### src/rtl/pipe_hazard_ctrl_if.sv
// Hazard-control bundle between the 5-stage pipeline and its central stall/flush sequencer.
// The master side is the pipeline: it reports hazard sources and consumes stall, flush and redirect controls.
interface pipe_hazard_ctrl_if #(
  parameter int CNT_W = 16
);
  logic [4:0]       dec_rs1;
  logic [4:0]       dec_rs2;
  logic             dec_uses_rs1;
  logic             dec_uses_rs2;
  logic             exe_is_load;
  logic [4:0]       exe_rd;
  logic             exe_is_branch;
  logic             z_flag;
  logic [31:0]      target_pc_in;
  logic             mem_req;
  logic             mem_ready;

  logic             jump;
  logic [31:0]      target_pc_out;
  logic             pc_stall;
  logic             dec_stall;
  logic             exe_stall;
  logic             mem_stall;
  logic             dec_flush;
  logic             exe_flush;
  logic [CNT_W-1:0] stall_cycles;
  logic [CNT_W-1:0] taken_branches;

  modport master (
    output dec_rs1, dec_rs2, dec_uses_rs1, dec_uses_rs2,
    output exe_is_load, exe_rd, exe_is_branch, z_flag, target_pc_in,
    output mem_req, mem_ready,
    input  jump, target_pc_out, pc_stall, dec_stall, exe_stall, mem_stall,
    input  dec_flush, exe_flush, stall_cycles, taken_branches
  );

  modport slave (
    input  dec_rs1, dec_rs2, dec_uses_rs1, dec_uses_rs2,
    input  exe_is_load, exe_rd, exe_is_branch, z_flag, target_pc_in,
    input  mem_req, mem_ready,
    output jump, target_pc_out, pc_stall, dec_stall, exe_stall, mem_stall,
    output dec_flush, exe_flush, stall_cycles, taken_branches
  );
endinterface

### src/rtl/pipe_hazard_ctrl.sv
// Central stall/flush sequencer: merges memory-wait, branch and load-use hazards
// (in that priority) into per-stage controls, plus saturating performance counters.
module pipe_hazard_ctrl #(
  parameter int LU_BUBBLES = 1,
  parameter int CNT_W      = 16
) (
  input logic              clk,
  input logic              rst_n,
  pipe_hazard_ctrl_if.slave hz
);

  typedef enum logic [1:0] {
    RUN       = 2'd0,
    BR_SHADOW = 2'd1,
    LU_STALL  = 2'd2,
    MEM_WAIT  = 2'd3
  } state_e;

  localparam logic [2:0] LU_INIT = 3'(LU_BUBBLES - 1);

  state_e           state_q, state_d;
  state_e           ret_state_q, ret_state_d;
  logic [2:0]       lu_cnt_q, lu_cnt_d;
  logic [CNT_W-1:0] stall_cnt_q, stall_cnt_d;
  logic [CNT_W-1:0] taken_cnt_q, taken_cnt_d;

  logic lu_hit, br_taken, mem_wait, mem_wait_entry;
  logic jump_c, pc_stall_c, dec_stall_c, exe_stall_c, mem_stall_c, dec_flush_c, exe_flush_c;

  assign lu_hit = hz.exe_is_load && (hz.exe_rd != 5'd0) &&
                  ((hz.dec_uses_rs1 && (hz.dec_rs1 == hz.exe_rd)) ||
                   (hz.dec_uses_rs2 && (hz.dec_rs2 == hz.exe_rd)));
  assign br_taken       = hz.exe_is_branch && hz.z_flag;
  // A dropped mem_req counts as completion, so only an outstanding, unready access waits.
  assign mem_wait       = hz.mem_req && !hz.mem_ready;
  assign mem_wait_entry = (state_q != MEM_WAIT) && mem_wait;

  // NOTE: state and counters use non-blocking assignments so every register samples pre-edge values.
  always_ff @(posedge clk or negedge rst_n) begin
    if (!rst_n) begin
      state_q     <= RUN;
      ret_state_q <= RUN;
      lu_cnt_q    <= '0;
      stall_cnt_q <= '0;
      taken_cnt_q <= '0;
    end else begin
      state_q     <= state_d;
      ret_state_q <= ret_state_d;
      lu_cnt_q    <= lu_cnt_d;
      stall_cnt_q <= stall_cnt_d;
      taken_cnt_q <= taken_cnt_d;
    end
  end

  // NOTE: every comb output gets a default first, so no path can infer a latch.
  always_comb begin
    state_d     = state_q;
    ret_state_d = ret_state_q;
    lu_cnt_d    = lu_cnt_q;
    if (mem_wait_entry) begin
      ret_state_d = state_q;
      state_d     = MEM_WAIT;
    end else begin
      case (state_q)
        RUN: begin
          if (hz.exe_is_branch) begin
            state_d = BR_SHADOW;
          end else if (lu_hit) begin
            lu_cnt_d = LU_INIT;
            state_d  = (LU_BUBBLES > 1) ? LU_STALL : RUN;
          end
        end
        BR_SHADOW: state_d = RUN;
        LU_STALL: begin
          lu_cnt_d = lu_cnt_q - 3'd1;
          if (lu_cnt_q <= 3'd1) state_d = RUN;
        end
        MEM_WAIT: if (!mem_wait) state_d = ret_state_q;
        default:  state_d = RUN;
      endcase
    end
  end

  always_comb begin
    jump_c      = 1'b0;
    pc_stall_c  = 1'b0;
    dec_stall_c = 1'b0;
    exe_stall_c = 1'b0;
    mem_stall_c = 1'b0;
    dec_flush_c = 1'b0;
    exe_flush_c = 1'b0;
    if (mem_wait_entry || (state_q == MEM_WAIT && mem_wait)) begin
      pc_stall_c  = 1'b1;
      dec_stall_c = 1'b1;
      exe_stall_c = 1'b1;
      mem_stall_c = 1'b1;
    end else begin
      case (state_q)
        RUN: begin
          if (br_taken) begin
            jump_c      = 1'b1;
            dec_flush_c = 1'b1;
            exe_flush_c = 1'b1;
          end else if (!hz.exe_is_branch && lu_hit) begin
            pc_stall_c  = 1'b1;
            dec_stall_c = 1'b1;
            exe_flush_c = 1'b1;
          end
        end
        BR_SHADOW: exe_flush_c = 1'b1;
        LU_STALL: begin
          pc_stall_c  = 1'b1;
          dec_stall_c = 1'b1;
          exe_flush_c = 1'b1;
        end
        default: ;
      endcase
    end
  end

  always_comb begin
    stall_cnt_d = stall_cnt_q;
    taken_cnt_d = taken_cnt_q;
    if (pc_stall_c && (stall_cnt_q != '1)) stall_cnt_d = stall_cnt_q + CNT_W'(1);
    if (jump_c && (taken_cnt_q != '1))     taken_cnt_d = taken_cnt_q + CNT_W'(1);
  end

  // Controls are gated by rst_n so the pipeline sees no stall or flush while reset is held.
  assign hz.jump           = rst_n && jump_c;
  assign hz.pc_stall       = rst_n && pc_stall_c;
  assign hz.dec_stall      = rst_n && dec_stall_c;
  assign hz.exe_stall      = rst_n && exe_stall_c;
  assign hz.mem_stall      = rst_n && mem_stall_c;
  assign hz.dec_flush      = rst_n && dec_flush_c;
  assign hz.exe_flush      = rst_n && exe_flush_c;
  assign hz.target_pc_out  = hz.target_pc_in;
  assign hz.stall_cycles   = stall_cnt_q;
  assign hz.taken_branches = taken_cnt_q;

endmodule

### src/flat_wrapper.sv
// flat-port wrapper written by rule: the top's interface ports become plain ports
module pipe_hazard_ctrl_flat 
#(
  parameter int LU_BUBBLES = 1,
  parameter int CNT_W      = 16
)
  (clk, rst_n, hz_dec_rs1, hz_dec_rs2, hz_dec_uses_rs1, hz_dec_uses_rs2, hz_exe_is_load, hz_exe_rd, hz_exe_is_branch, hz_z_flag, hz_target_pc_in, hz_mem_req, hz_mem_ready, hz_jump, hz_target_pc_out, hz_pc_stall, hz_dec_stall, hz_exe_stall, hz_mem_stall, hz_dec_flush, hz_exe_flush, hz_stall_cycles, hz_taken_branches);
  pipe_hazard_ctrl_if #(.CNT_W(CNT_W)) hz_i ();
  input logic clk;
  input logic rst_n;
  input wire logic [$bits(hz_i.dec_rs1)-1:0] hz_dec_rs1;
  input wire logic [$bits(hz_i.dec_rs2)-1:0] hz_dec_rs2;
  input wire logic [$bits(hz_i.dec_uses_rs1)-1:0] hz_dec_uses_rs1;
  input wire logic [$bits(hz_i.dec_uses_rs2)-1:0] hz_dec_uses_rs2;
  input wire logic [$bits(hz_i.exe_is_load)-1:0] hz_exe_is_load;
  input wire logic [$bits(hz_i.exe_rd)-1:0] hz_exe_rd;
  input wire logic [$bits(hz_i.exe_is_branch)-1:0] hz_exe_is_branch;
  input wire logic [$bits(hz_i.z_flag)-1:0] hz_z_flag;
  input wire logic [$bits(hz_i.target_pc_in)-1:0] hz_target_pc_in;
  input wire logic [$bits(hz_i.mem_req)-1:0] hz_mem_req;
  input wire logic [$bits(hz_i.mem_ready)-1:0] hz_mem_ready;
  output wire logic [$bits(hz_i.jump)-1:0] hz_jump;
  output wire logic [$bits(hz_i.target_pc_out)-1:0] hz_target_pc_out;
  output wire logic [$bits(hz_i.pc_stall)-1:0] hz_pc_stall;
  output wire logic [$bits(hz_i.dec_stall)-1:0] hz_dec_stall;
  output wire logic [$bits(hz_i.exe_stall)-1:0] hz_exe_stall;
  output wire logic [$bits(hz_i.mem_stall)-1:0] hz_mem_stall;
  output wire logic [$bits(hz_i.dec_flush)-1:0] hz_dec_flush;
  output wire logic [$bits(hz_i.exe_flush)-1:0] hz_exe_flush;
  output wire logic [$bits(hz_i.stall_cycles)-1:0] hz_stall_cycles;
  output wire logic [$bits(hz_i.taken_branches)-1:0] hz_taken_branches;
  assign hz_i.dec_rs1 = hz_dec_rs1;
  assign hz_i.dec_rs2 = hz_dec_rs2;
  assign hz_i.dec_uses_rs1 = hz_dec_uses_rs1;
  assign hz_i.dec_uses_rs2 = hz_dec_uses_rs2;
  assign hz_i.exe_is_load = hz_exe_is_load;
  assign hz_i.exe_rd = hz_exe_rd;
  assign hz_i.exe_is_branch = hz_exe_is_branch;
  assign hz_i.z_flag = hz_z_flag;
  assign hz_i.target_pc_in = hz_target_pc_in;
  assign hz_i.mem_req = hz_mem_req;
  assign hz_i.mem_ready = hz_mem_ready;
  assign hz_jump = hz_i.jump;
  assign hz_target_pc_out = hz_i.target_pc_out;
  assign hz_pc_stall = hz_i.pc_stall;
  assign hz_dec_stall = hz_i.dec_stall;
  assign hz_exe_stall = hz_i.exe_stall;
  assign hz_mem_stall = hz_i.mem_stall;
  assign hz_dec_flush = hz_i.dec_flush;
  assign hz_exe_flush = hz_i.exe_flush;
  assign hz_stall_cycles = hz_i.stall_cycles;
  assign hz_taken_branches = hz_i.taken_branches;
  pipe_hazard_ctrl #(.LU_BUBBLES(LU_BUBBLES), .CNT_W(CNT_W)) u_core (.clk(clk), .rst_n(rst_n), .hz(hz_i));
endmodule
### config.mk
export PLATFORM = sky130hd
export DESIGN_NAME = pipe_hazard_ctrl_flat
export DESIGN_NICKNAME = d
export VERILOG_FILES = /design/src/rtl/pipe_hazard_ctrl_if.sv /design/src/rtl/pipe_hazard_ctrl.sv /design/src/flat_wrapper.sv
export SDC_FILE = /design/constraint.sdc
export NUM_CORES = 1
export LEC_CHECK = 0
export BUFFER_PORTS_ARGS = -buffer_cell sky130_fd_sc_hd__buf_2
export CORE_ASPECT_RATIO = 0.6
export CORE_UTILIZATION = 30
export DETAILED_ROUTE_END_ITERATION = 6
export REMOVE_ABC_BUFFERS = 1
export SYNTH_ARGS = -nofsm -noshare
export SYNTH_HDL_FRONTEND = slang
export SYNTH_SLANG_ARGS = --single-unit
export TNS_END_PERCENT = 50
### constraint.sdc
create_clock -name clk -period 6.35 [get_ports clk]
set_input_delay 1.905 -clock clk [delete_from_list [all_inputs] [get_ports clk]]
set_output_delay 1.905 -clock clk [all_outputs]
set_load 0.005 [all_outputs]
==> reports/results.ini, run 1 <==
[outcome]
outcome = finished clean

[finish]
antenna_cells = 0
utilization = 0.349
area_delta_synth_final_pct = 12.3
drive_above_1_share = 0.291
nets = 347

[yosys]
ys_async_sr_fraction = 1.00
synth_top_family_by_area = simple AND/OR/NAND/NOR gates
ys_seq_area_frac = 0.397
synth-seq-cells = 39
netlist_area_sq_um = 2460
synthTopCellsByArea = dfrtp_1, buf_4, xor2_1
synthSimpleGateAreaFrac = 0.186
synth_adder_area_share = 0.0357
synth-compound-area-share = 0.0774
synthMuxAreaShare = 0.0357
syn-instance-count = 254
syn_avg_cell_area_sq_um = 9.67
ys.flop_type = dfrtp_1
ys_warn_count = 0
synth-xor-area-share = 0.136
synth.largest_area_cell = dfrtp_1
synth_top_area_frac = 0.397
synth-edff-count = 0
ys_top_cells_by_count = dfrtp_1, buf_4, xor2_1
yosysMostFrequentCell = dfrtp_1
ys_types = 42

[routing]
wl_met3_microns = 774
wl_met1_mm = 3.34
first_iter_violations = 111
route.detailed.drc = 0
highest_layer = met5
wl_met2_mm = 2.27
vias_per_cell = 4.80
dr.pass1.iters = 4
wl_per_cell_microns = 16.5
routed_wl_mm = 6.49
vias = 1887
ant_nets = 0

[pwr]
internal_power_w = 0.000605
p_sw_frac = 0.359
ir_drop_uv = 130
power_frac_seq = 0.408
power.switching_w = 0.000339
power_density_nw_per_um2 = 342
cellLeakagePower_nw = 1.31
p_clk_frac = 0.254
combPwrFrac = 0.339

[critical_path]
cp-start-kind = input pin
cp_top_family = simple AND/OR/NAND/NOR gates
required_ps = 4450
path_cells = buf_2 -> xor2_1 -> nor4_2 -> a32oi_1 -> or2_4 -> or3_4 -> a2111oi_4 -> buf_2
slowest_delay_ps = 370
setup.worst_path.start = hz_exe_rd[3]
r2r-start = u_core.state_q[0]
cp.arrival_ps = 3720
cp-end-kind = output pin
path_class = in2out
cp_common_cell = buf_2
r2r_cells = 8
cp.depth = 8
crit_slowest_cell = or3_4
path_max_fanout = 4
path_buf_inv = 2

[cts]
post_cts_buffers = 0
cts_tree = built
cts_made_buffers = 5
h-tree-depth = 2
root_buffer = clkbuf_16
clock_path_buffers = 2
clk_pin_slew_worst_paths_ps = 50
clock_latency_ps = 280
cts_resized = 0
cts_hold_buffers = 0
cts_sinks = 39

[timing]
fmax_mhz = 178
max-slew-margin-rel = 0.491
finalMaxSlewViolations = 0
setup_viol = 0
rsz0062_at_grt = false
worst_pin_slew_ps = 762
hold_viol_final = 0
tns_ps = 0
finalCriticalPeriod_ps = 5630
fin_worst_skew_ps = 4.71
period_share = 0.886

[global_route]
gr-total-overflow = 0
antenna_found_initial = 0
grt_max_degree = 41
grt_pass1_vias = 1772
grt_pass1_wl_mm = 10.3
track_usage = 0.160

[hold_path]
min_from = u_core.hz.taken_branches[8]
hp-class = reg2reg
whs_path_depth = 1

[place]
gp_congestion = 0.751
portBuffers = 62
dp_hpwl_mm = 4.96

[floorplan]
rows = 25
die_y_microns = 72.1
core_sq_um = 7910
io_pins = 127
initial_utilization = 0.310
die_area_sq_um = 8560
die_w_microns = 119

[job]
drv_cap = 0

[worst paths after layout]
path | to | slack, ps
min in group asynchronous | u_core.hz.stall_cycles[6] | 1740
max | hz_exe_flush | 720
max reg2reg | u_core.hz.taken_branches[13] | 4110
min reg2reg | u_core.hz.taken_branches[8] | 490
min | u_core.hz.taken_branches[8] | 490
max in group asynchronous | u_core.lu_cnt_q[1] | 4270
[registers in the layout, indices dropped and copies added, names as in the netlist]
signal,cells
u_core.hz.taken_branches,16
u_core.state_q,2
u_core.ret_state_q,2
u_core.lu_cnt_q,3
u_core.hz.stall_cycles,16
[worst reg2reg max path, delay by kind of cell, from the launching register on]
family / cells / cell delay, ps
buffers and inverters: 1 / 100
adder cells (fa/ha/maj): 1 / 310
AND/OR/NAND/NOR: 4 / 870
flip-flops: 1 / 410
XOR/XNOR: 1 / 150
AO/OA/AOI/OAI: 1 / 280
[placed cells by master (no fill, tap or decap), drive strengths merged, types with 10 or more instances in the layout]
cell type | synthesis | layout
xor2 | 26 | 26
buf | 38 | 63
nand2 | 17 | 17
nand3 | 17 | 17
nor2 | 16 | 16
xnor2 | 12 | 12
dfrtp | 39 | 39
inv | 10 | 10
nor3 | 14 | 14
[routing by layer]
| layer | vias up | global-route usage |
|---|---|---|
| met1 | 882 | 0.227 |
| met5 | - | 0.0625 |
| met4 | 2 | 0.0408 |
| li1 | 900 | - |
| met3 | 7 | 0.0983 |
| met2 | 96 | 0.190 |
[final cells by class]
type / count / area [sq um]
Sequential cell: 39 / 976
Clock inverter: 1 / 5.00
Multi-Input combinational cell: 165 / 1150
Inverter: 10 / 37.5
Timing Repair Buffer: 63 / 318
Clock buffer: 7 / 133
Fill cell: 818 / 5150
Tap cell: 108 / 135
[per-stage QoR]
stage | total power (W) | std cells | area (sq um) | hold WS (ps) | setup WS [ps]
floorplan | 0.000590 | 214 | 2170 | 478 | 1080
global placement | 0.000701 | 385 | 2620 | 489 | 723
detailed placement | 0.000710 | 385 | 2620 | 495 | 720
CTS | 0.000957 | 393 | 2760 | 503 | 713
global route | 0.00102 | 393 | 2760 | 523 | 620
finish | 0.000944 | 393 | 2760 | 492 | 721
[power groups by stage]
stage / clock network (W) / registers (W) / logic, W
after floorplan: 0 / 0.000377 / 0.000213
after global placement: 0 / 0.000385 / 0.000315
after detailed placement: 0 / 0.000386 / 0.000324
after CTS: 0.000249 / 0.000383 / 0.000325
after global routing: 0.000260 / 0.000395 / 0.000363
final: 0.000239 / 0.000385 / 0.000320
[logic make-up after synthesis]
logic type	after synthesis
compound gates	23
xor+xnor	38
fa+ha+maj	7
buf+inv	50
flops	39
mux	8
simple gates	89
(Power assumes the default switching activity.)
==> run 2: changes to the inputs <==
==> constraint.sdc (replaced) <==
create_clock -name clk -period 6.6 [get_ports clk]
set_input_delay 1.98 -clock clk [delete_from_list [all_inputs] [get_ports clk]]
set_output_delay 1.98 -clock clk [all_outputs]
set_load 0.005 [all_outputs]
==> run 2 against run 1 <==
  * Worst hold slack worse by 5.8 ps
  * First-iteration DRC count up 62%
  * Sequential power down 4%
  * Combinational power down 3%
  * Sequential share of layout area unchanged
==> reports/results.ini, run 2 (synthesis gave the netlist of run 1 again) <==
[routing]
route.detailed.drc = 0
wl_per_cell_microns = 16.4
vias_per_cell = 4.73
first_iter_violations = 180
vias = 1857
dr.pass1.iters = 5
ant_nets = 0
routed_wl_mm = 6.46

[timing]
fin_worst_skew_ps = 3.22
setup_viol = 0
tns_ps = 0
hold_viol_final = 0
worst_pin_slew_ps = 725
finalCriticalPeriod_ps = 5780
period_share = 0.875
rsz0062_at_grt = false
fmax_mhz = 173
finalMaxSlewViolations = 0
max-slew-margin-rel = 0.516

[cts]
clk_pin_slew_worst_paths_ps = 50
cts_sinks = 39
cts_tree = built
cts_resized = 0
cts_made_buffers = 5
cts_hold_buffers = 0
h-tree-depth = 2
clock_latency_ps = 280
clock_path_buffers = 2
post_cts_buffers = 0
root_buffer = clkbuf_16

[floorplan]
die_area_sq_um = 8560
core_sq_um = 7910
initial_utilization = 0.310
rows = 25
die_w_microns = 119
die_y_microns = 72.1
io_pins = 127

[place]
gp_congestion = 0.751
postPlaceCellArea_sq_um = 2620
dp_hpwl_mm = 4.97
portBuffers = 62

[finish]
final_area_sq_um = 2760
drive_above_1_share = 0.291
final_cell_mix = buf_2, dfrtp_1, xor2_1
layout_commonest_cell = buf_2
utilization = 0.349
antenna_cells = 0
n_fill_cell = 806
seq_area_sq_um = 976
multi_input_area_sq_um = 1150
nets = 347
area_delta_synth_final_pct = 12.3

[critical_path]
cp-start-kind = input pin
cp-end-kind = output pin
reg2reg_slack_ps = 4320
required_ps = 4620
setup.worst_path.start = hz_exe_rd[4]
path_class = in2out
path_max_fanout = 4
cp.arrival_ps = 3800
r2r-start = u_core.state_q[0]

[job]
drv_cap = 0

[hold_path]
hp-class = reg2reg
min_from = u_core.hz.taken_branches[8]

[global_route]
grt_pass1_wl_mm = 10.0
gr-total-overflow = 0
grt_max_degree = 41
track_usage = 0.157
grt_pass1_vias = 1720
antenna_found_initial = 0

[outcome]
outcome = finished clean

[pwr]
power_density_nw_per_um2 = 330
power_frac_seq = 0.406
power.switching_w = 0.000327
cellLeakagePower_nw = 1.31
p_sw_frac = 0.359
internal_power_w = 0.000583
p_clk_frac = 0.254
ir_drop_uv = 123
combPwrFrac = 0.341

[run 2: area by class of cell]
type / instances / share of cell area
inverters: 10 / 0.0136
clock buffers: 7 / 0.0481
multi-input cells: 165 / 0.419
clock inverters: 1 / 0.00181
well taps: 108 / 0.0490
flip-flops and latches: 39 / 0.354
repair buffers: 63 / 0.115
[run 2: path summary, 6_finish.rpt]
check | depth (start not counted) | to
worst max-delay path | 8 | hz_exe_flush
worst min-delay path | 1 | u_core.hz.taken_branches[8]
worst max register to register | 8 | u_core.hz.taken_branches[13]
worst min register to register | 1 | u_core.hz.taken_branches[8]
max in group asynchronous | 2 | u_core.hz.taken_branches[8]
min in group asynchronous | 2 | u_core.hz.stall_cycles[6]
[run 2: per-stage QoR]
| stage | setup slack [ps] | cells | hold slack, ps | power [W] |
|---|---|---|---|---|
| 6_report | 823 | 393 | 486 | 0.000910 |
| 5_1_grt | 724 | 393 | 518 | 0.000974 |
| 4_1_cts | 809 | 393 | 498 | 0.000921 |
| 3_5_place_dp | 814 | 385 | 490 | 0.000684 |
| 3_3_place_gp | 823 | 385 | 489 | 0.000674 |
| 2_1_floorplan | 1180 | 214 | 478 | 0.000568 |
[run 2: power by group through the flow]
stage                     Sequential [W]  Combinational [W]  Clock [W]
after floorplan                 0.000363           0.000205          0
after global placement          0.000371           0.000303          0
after detailed placement        0.000371           0.000312          0
after CTS                       0.000368           0.000313   0.000240
after global routing            0.000380           0.000345   0.000249
final                           0.000369           0.000310   0.000231
[run 2: metal layers]
layer	track usage	share of wire
met5	0.0625	0
met4	0.0450	0.0099
met3	0.0951	0.12
met2	0.181	0.35
met1	0.226	0.52
[run 2: critical path, cell delays in order]
cell and delay [ps]:
buf_2 120, xor2_1 160, nor4_1 290, a32oi_1 140, or2_4 310, or3_4 360
a2111oi_4 270, buf_2 160
==> run 3: changes to the inputs <==
--- a/config.mk
+++ b/config.mk
@@ -7,8 +7,9 @@
 export LEC_CHECK = 0
 export BUFFER_PORTS_ARGS = -buffer_cell sky130_fd_sc_hd__buf_2
 export CORE_ASPECT_RATIO = 0.6
-export CORE_UTILIZATION = 30
+export CORE_UTILIZATION = 49
 export DETAILED_ROUTE_END_ITERATION = 6
+export PLACE_DENSITY = 0.86
 export REMOVE_ABC_BUFFERS = 1
 export SYNTH_ARGS = -nofsm -noshare
 export SYNTH_HDL_FRONTEND = slang
==> run 3 against run 2 <==
  * Final cell count shrank 11%
  * Fmax down 1.2%
  * Count of clock-buffer cells in the layout grew 1
  * Via count up 5.1%
  * Clock power decreased by 24%
  * Die area shrank 38%
  * Flip-flop and latch count stayed put
  * Cell area fell by 3.4%
  * First-iteration DRC count down 31%
  * Non-clock buffer count stayed put
  * Worst hold slack gained 12 ps
  * Critical path type unchanged
  * Critical endpoint unchanged
  * Largest power group unchanged
==> reports/results.ini, run 3 (synthesis gave the netlist of run 1 again) <==
[floorplan]
initial_utilization = 0.524
io_pins = 127
die_area_sq_um = 5310
die_y_microns = 56.8
core_sq_um = 4680
rows = 19
die_w_microns = 93.4

[timing]
finalCriticalPeriod_ps = 5850
fmax_mhz = 171
rsz0062_at_grt = false
setup_viol = 0
fin_worst_skew_ps = 4.79
period_share = 0.886
hold_viol_final = 0
finalMaxSlewViolations = 0
worst_pin_slew_ps = 742
tns_ps = 0
max-slew-margin-rel = 0.504
fin_hold_ws_ps = 497

[finish]
drive_above_1_share = 0.295
antenna_cells = 0
nets = 347
utilization = 0.569
layout_commonest_cell = buf_2
final_cell_mix = buf_2, dfrtp_1, xor2_1
area_delta_synth_final_pct = 8.51

[global_route]
top_usage_layer = met1
gr-total-overflow = 0
track_usage = 0.264
antenna_found_initial = 0
grt_util_met3 = 0.198
groute.layer.met1.usage = 0.366
grt_util_met2 = 0.306
grt_max_degree = 41
grt_pass1_wl_mm = 10.1
grt_pass1_vias = 1780

[cts]
cts_hold_buffers = 0
clk_pin_slew_worst_paths_ps = 70
cts_made_buffers = 5
cts_tree = built
cts_resized = 0
h-tree-depth = 2
clock_latency_ps = 290
post_cts_buffers = 0
cts_sinks = 39
clock_path_buffers = 2
root_buffer = clkbuf_8

[place]
dp_hpwl_mm = 5.08
gp_congestion = 0.833
portBuffers = 62

[critical_path]
path_buf_inv = 2
path_class = in2out
path_cells = buf_2 -> xor2_1 -> nor4_2 -> a32oi_1 -> or2_4 -> or3_4 -> a2111oi_4 -> buf_2
path_max_fanout = 4
cp_top_family = simple AND/OR/NAND/NOR gates
slowest_delay_ps = 360
cp-start-kind = input pin
crit_slowest_cell = or3_4
cp-end-kind = output pin
cp_common_cell = buf_2
required_ps = 4620
cp.arrival_ps = 3870

[routing]
wl_per_cell_microns = 19.0
routed_wl_mm = 6.60
vias_per_cell = 5.61
vias = 1951
first_iter_violations = 124
dr.pass1.iters = 4
ant_nets = 0
route.detailed.drc = 0

[pwr]
power_density_nw_per_um2 = 323
cellLeakagePower_nw = 1.29
ir_drop_uv = 177

[job]
drv_cap = 0

[hold_path]
hp-class = reg2reg

[outcome]
outcome = finished clean

==> run 3: worst paths after layout <==
check,to,slack (ps),startpoint,depth (start not counted)
worst max-delay path,hz_exe_flush,750,hz_exe_rd[3],8
worst min-delay path,u_core.hz.stall_cycles[15],500,u_core.hz.stall_cycles[15],1
worst max register to register,u_core.hz.taken_branches[13],4340,u_core.state_q[0],8
worst min register to register,u_core.hz.stall_cycles[15],500,u_core.hz.stall_cycles[15],1
max in group asynchronous,u_core.hz.taken_branches[15],4460,rst_n,2
min in group asynchronous,u_core.hz.stall_cycles[8],1780,rst_n,2
==> run 3: worst register-to-register path, delay by kind of cell (launching register included) <==
kind	cells	cell delay, ps
AOI/OAI and AO/OA	1	280
xor gates and xnor gates	1	150
adders and majority gates	1	330
buffers and inverters	1	100
DFF	1	420
and+or+nand+nor	4	870
==> run 3: report_power, final <==
group	total [W]	internal, W	switching, W
clock	0.000176	0.0000953	0.0000808
sequential	0.000370	0.000299	0.0000709
combinational	0.000314	0.000144	0.000170
==> run 3: final cells by class <==
type / instances / area [sq um]
Sequential cell: 39 / 976
Tap cell: 63 / 78.8
Clock buffer: 8 / 100
Inverter: 10 / 37.5
Multi-Input combinational cell: 165 / 1150
Timing Repair Buffer: 63 / 318
Fill cell: 411 / 2020
==> run 3: layer usage <==
| metal | routed length, microns | vias up |
|---|---|---|
| li1 | - | 891 |
| met1 | 3020 | 940 |
| met2 | 2470 | 109 |
| met3 | 1020 | 9 |
| met4 | 51 | 2 |
| met5 | 40 | - |
==> run 3: metrics by stage <==
stage | cell area [sq um] | cells | setup WS [ps] | power (W)
2_1_floorplan | 2170 | 214 | 1180 | 0.000568
3_3_place_gp | 2560 | 340 | 808 | 0.000667
3_5_place_dp | 2560 | 340 | 754 | 0.000686
4_1_cts | 2670 | 348 | 748 | 0.000863
5_1_grt | 2670 | 348 | 689 | 0.000922
6_report | 2670 | 348 | 751 | 0.000860
